File: src/rtl/time_disp_scan.sv
// time_disp_scan: scans a 6-digit common-anode 7-segment display showing HH MM SS.
// The hour/minu/seco inputs are sampled once per frame into a shadow register, so a frame never tears.
// The optional macro DP_BLINK_EN lights the decimal points on the hour-ones and minute-ones digits
// whenever the sampled seconds value is even.
module time_disp_scan #(
    parameter int unsigned SCAN_DIV = 50000
) (
    input  logic       clk,
    input  logic       rst_n,
    input  logic [5:0] hour,
    input  logic [5:0] minu,
    input  logic [5:0] seco,
    output logic [5:0] sel,
    output logic [7:0] seg
);

    localparam int unsigned CW = (SCAN_DIV > 2) ? $clog2(SCAN_DIV) : 1;
    localparam logic [CW-1:0] CNT_LAST = CW'(SCAN_DIV - 1);

    logic [CW-1:0] cnt_q, cnt_d;
    logic [2:0]    idx_q, idx_d;
    logic [5:0]    h_q, h_d, m_q, m_d, s_q, s_d;
    logic [5:0]    sel_q, sel_d;
    logic [7:0]    seg_q, seg_d;
    logic          tick, frame_end;
    logic [5:0]    val;
    logic [2:0]    tens;
    logic [5:0]    tens_x10;
    logic [3:0]    ones, digit;
    logic          dp;

    // Binary-to-tens for the full 6-bit range; 60..63 give 6 so out-of-range values are not clamped.
    function automatic logic [2:0] div10(input logic [5:0] v);
        return (v >= 6'd60) ? 3'd6 :
               (v >= 6'd50) ? 3'd5 :
               (v >= 6'd40) ? 3'd4 :
               (v >= 6'd30) ? 3'd3 :
               (v >= 6'd20) ? 3'd2 :
               (v >= 6'd10) ? 3'd1 : 3'd0;
    endfunction

    // Active-low segment pattern {g,f,e,d,c,b,a} for a decimal digit.
    function automatic logic [6:0] seg7(input logic [3:0] d);
        case (d)
            4'd0:    seg7 = 7'h40;
            4'd1:    seg7 = 7'h79;
            4'd2:    seg7 = 7'h24;
            4'd3:    seg7 = 7'h30;
            4'd4:    seg7 = 7'h19;
            4'd5:    seg7 = 7'h12;
            4'd6:    seg7 = 7'h02;
            4'd7:    seg7 = 7'h78;
            4'd8:    seg7 = 7'h00;
            4'd9:    seg7 = 7'h10;
            default: seg7 = 7'h7F;
        endcase
    endfunction

    assign tick      = (cnt_q == CNT_LAST);
    assign frame_end = tick && (idx_q == 3'd5);

    // Divider, digit index, shadow sample and registered display outputs.
    always_ff @(posedge clk or negedge rst_n) begin
        if (!rst_n) begin
            cnt_q <= '0;
            idx_q <= 3'd0;
            h_q   <= 6'd0;
            m_q   <= 6'd0;
            s_q   <= 6'd0;
            sel_q <= 6'b111111;
            seg_q <= 8'hFF;
        end else begin
            cnt_q <= cnt_d;
            idx_q <= idx_d;
            h_q   <= h_d;
            m_q   <= m_d;
            s_q   <= s_d;
            sel_q <= sel_d;
            seg_q <= seg_d;
        end
    end

    // Next-state: divider wrap advances the digit; the 5->0 wrap resamples the time inputs.
    always_comb begin
        cnt_d = tick ? '0 : cnt_q + 1'b1;
        idx_d = !tick ? idx_q : (idx_q == 3'd5) ? 3'd0 : idx_q + 3'd1;
        h_d   = frame_end ? hour : h_q;
        m_d   = frame_end ? minu : m_q;
        s_d   = frame_end ? seco : s_q;
    end

    // Output decode for the current digit: field select, BCD split, segment pattern and select line.
    always_comb begin
        val      = (idx_q < 3'd2) ? h_q : (idx_q < 3'd4) ? m_q : s_q;
        tens     = div10(val);
        tens_x10 = {3'b000, tens} * 6'd10;
        ones     = 4'(val - tens_x10);
        digit    = idx_q[0] ? ones : {1'b0, tens};
`ifdef DP_BLINK_EN
        dp       = !(((idx_q == 3'd1) || (idx_q == 3'd3)) && !s_q[0]);
`else
        dp       = 1'b1;
`endif
        seg_d    = {dp, seg7(digit)};
        sel_d    = ~(6'b100000 >> idx_q);
    end

    assign sel = sel_q;
    assign seg = seg_q;

endmodule
File: config.mk
export PLATFORM = sky130hd
export DESIGN_NAME = time_disp_scan
export DESIGN_NICKNAME = d
export VERILOG_FILES = /design/src/rtl/time_disp_scan.sv
export SDC_FILE = /design/constraint.sdc
export NUM_CORES = 1
export LEC_CHECK = 0
export BUFFER_PORTS_ARGS = -buffer_cell sky130_fd_sc_hd__buf_2
export CORE_ASPECT_RATIO = 2
export CORE_MARGIN = 5
export CORE_UTILIZATION = 45
export CTS_BUF_LIST = sky130_fd_sc_hd__clkbuf_4 sky130_fd_sc_hd__clkbuf_8
export DETAILED_ROUTE_END_ITERATION = 7
export PLACE_DENSITY = 0.66
export SKIP_LAST_GASP = 1
export SLEW_MARGIN = 20
export SYNTH_ARGS = -nofsm -noshare
export SYNTH_HDL_FRONTEND = slang
export SYNTH_SLANG_ARGS = --single-unit
File: constraint.sdc
create_clock -name clk -period 3.8 [get_ports clk]
set_clock_uncertainty 0.1 [all_clocks]
set_input_delay 0 -clock clk [delete_from_list [all_inputs] [get_ports clk]]
set_output_delay 0 -clock clk [all_outputs]
set_load 0.02 [all_outputs]
==> flow_summary.ini <==
[outcome]
status = finished clean

[synth]
ys_types = 54
syn_area_mm2 = 0.00261
syn_avg_cell_area_um2 = 11.6
ys_ff_latch = 50
synth-async-reset-ratio_pct = 100
synth_edf_count = 0
synth_warnings = 0
netlist_instances = 224
syn-num-nets = 253
synth-main-ff-cell = dfrtp_1
seq_area_frac_synth_pct = 48.6

[detailed_routing]
dr_total_vias = 1764
drt-initial-drc-count = 48
wl_per_cell_um = 13.8
antenna_left = 0
routed_wl_um = 4650
met2WireLength_um = 2590
dr.pass1.iters = 4
met3_length_um = 185
top_layer_used = met4
vias_per_cell = 5.23
route.detailed.drc = 0
met1Wirelength_um = 1740

[worst_setup_path]
worst-r2r-setup-slack_ns = 0.40
cp_common_cell = mux2i_1
rr_worst_depth = 12
cpMaxStageDelayCell = dfrtp_1
crit_arrival_ns = 3.53
crit_path_end_kind = flip-flop
startpoint = idx_q[1]$_DFFE_PN0N_
path_max_fanout = 13
path_class = reg2reg
required_ns = 3.93
r2r_start = idx_q[1]$_DFFE_PN0N_
cp-start-kind = flip-flop
crit_chain = mux2_4, mux2i_4, nor2_1, mux2i_1, o22ai_1, a21oi_1, ha_1, fa_1, mux2i_4, inv_1, mux2i_1, mux2i_1
max_stage_delay_ns = 0.65
worst_r2r_endpoint = seg[6]$_DFF_PN1_

[placed_design]
dpl.cell_count = 310
portBuffers = 32
hpwl_um = 3400
routabilityCongestion = 0.748

[floorplanning]
rows = 39
initial_core_util_pct = 46.1
die_w_um = 63.8
die_h_um = 118
io-pin-count = 34
core_area_mm2 = 0.00566
dieArea_mm2 = 0.00751

[power]
power_density_mw_per_mm2 = 350
power_uw = 1090
power.leakage_uw = 0.00141
ir_drop_mv = 0.390

[sta]
finalMaxSlewViolations = 0
worstMarginPinSlew_ns = 0.666
setup_viol = 0
tns_ns = 0
post-route-period-util_pct = 89.5
rsz0062_at_grt = no
hold_violations = 0
slew_headroom_pct = 55.6
max_freq_mhz = 294
min_period_ns = 3.40

[grt]
grt_max_degree = 51
grt-ovfl-total = 0
grt_pass1_wl_um = 8250
track_usage_pct = 13.7
grt_pass1_vias = 1847
antenna_found_initial = 0

[clock_tree]
clk_latency_ns = 0.31
tritoncts = done
numCtsBuffers = 5
cts_resized = 0
clock_sinks = 50
cts_root_buffer = clkbuf_8
clk_pin_slew_ns = 0.09
clk_path_buf_depth = 2
postCtsSetupBuffers = 0
htree_levels = 2

[cells_and_area]
post-route-util_pct = 55.0
seqCellArea_mm2 = 0.00127
fill_cells = 516
finalNonFillerCells = 337
multiInputGateArea_mm2 = 0.00125
drive_gt1_share_pct = 34.1
nets = 304
syn_to_final_growth_pct = 19.2
antenna_cells = 0

[hold_path]
hp-class = in2async

[job]
drv_cap = 0
[power breakdown]
group | internal [µW] | switching (µW) | leakage [µW]
registers | 556 | 7.16 | 0.000597
logic | 63.5 | 71.8 | 0.000748
clock network | 222 | 169 | 0.0000619
total | 841 | 248 | 0.00141
[worst max-delay path: cells and delay by family, from the launching register on]
kind	cells	cell delay, ns
DFF	1	0.65
adders and majority gates	2	0.68
muxes	6	1.30
buffers and inverters	1	0.13
and+or+nand+nor	1	0.12
AOI/OAI and AO/OA	2	0.33
[Yosys cell counts (all sizes together) (2+ instances only)]
library cell	instances	area share (%)
nor3	3	0.96
nor2	16	2.6
o22ai	3	0.72
o21ai	9	2.9
dfstp	13	13
xnor2	4	1.3
o21a	2	0.62
inv	10	1.5
mux2i	17	7.5
nor2b	2	0.48
nand2	23	3.8
nand3	5	0.96
or3	3	0.72
nand4	4	0.96
maj3	2	0.82
a21oi	4	0.77
xor2	10	3.4
and3	3	0.72
o21bai	2	0.72
mux2	21	9.2
and2	2	0.48
dfrtp	37	35
buf	7	2.0
ha	8	3.8
[how the worst max path moves through the flow]
stage                             to  slack [ns]  cells past startpoint
finish              seg[6]$_DFF_PN1_        0.40                     12
floorplan           seg[6]$_DFF_PN1_        0.87                     12
detailed placement  seg[6]$_DFF_PN1_        0.45                     12
global placement    seg[6]$_DFF_PN1_        0.52                     12
global route        seg[6]$_DFF_PN1_        0.16                     12
CTS                 seg[6]$_DFF_PN1_        0.40                     12
[state kept, by name (all words and copies together) (netlist names)]
name,flops
h_q,6
m_q,6
cnt_q,16
sel,6
seg,7
idx_q,3
s_q,6
[what timing repair did]
item	in CTS	in global routing
hold buffers	19	0
setup endpoints to repair	0	0
hold endpoints to repair	55	0
[per-stage QoR]
| step | hold WS (ns) | area, µm² | worst slack [ns] |
|---|---|---|---|
| 2_1_floorplan | -0.396 | 2610 | 0.871 |
| 3_3_place_gp | 0.132 | 2800 | 0.521 |
| 3_5_place_dp | 0.135 | 2800 | 0.451 |
| 4_1_cts | 0.335 | 3110 | 0.396 |
| 5_1_grt | 0.208 | 3110 | 0.157 |
| 6_report | 0.133 | 3110 | 0.399 |
[logic make-up (layout without fill, tap and decap cells)]
family / Yosys count / count (layout) / synth area share [%]
flip-flops: 50 / 50 / 48.6
AO/OA/AOI/OAI: 25 / 25 / 7.34
adder cells (fa/ha/maj): 11 / 11 / 5.42
other: 1 / 1 / 0.144
AND/OR/NAND/NOR: 67 / 67 / 13.5
buffers and inverters: 18 / 70 / 3.65
XOR/XNOR: 14 / 14 / 4.70
multiplexers: 38 / 38 / 16.7
[cell type report]
class / instances / area share [%]
clock inverter: 1 / 0.965
multi-input combinational: 156 / 40.1
timing repair buffer: 52 / 11.6
clock buffer: 7 / 2.90
inverter: 10 / 1.29
tap: 61 / 2.45
sequential: 50 / 40.7
[cells in the final DEF (no fill, tap or decap), types with 3 or more instances in the layout]
master,n
a21oi_1,4
and3_1,3
buf_2,31
clkbuf_8,6
dfrtp_1,37
dfstp_2,13
dlygate4sd3_1,19
ha_1,8
inv_1,7
mux2_2,20
mux2i_1,15
nand2_1,20
nand3_1,5
nand4_1,4
nor2_1,15
o21ai_0,5
o22ai_1,3
or3_1,3
xnor2_1,4
xor2_1,10
[routing by layer]
metal | GRT usage (%) | vias up
met1 | 14.0 | 856
met4 | 6.63 | 0
met3 | 3.34 | 10
li1 | - | 868
met2 | 24.9 | 30
met5 | 0 | -
No activity file was read; power rests on OpenSTA's default activity.
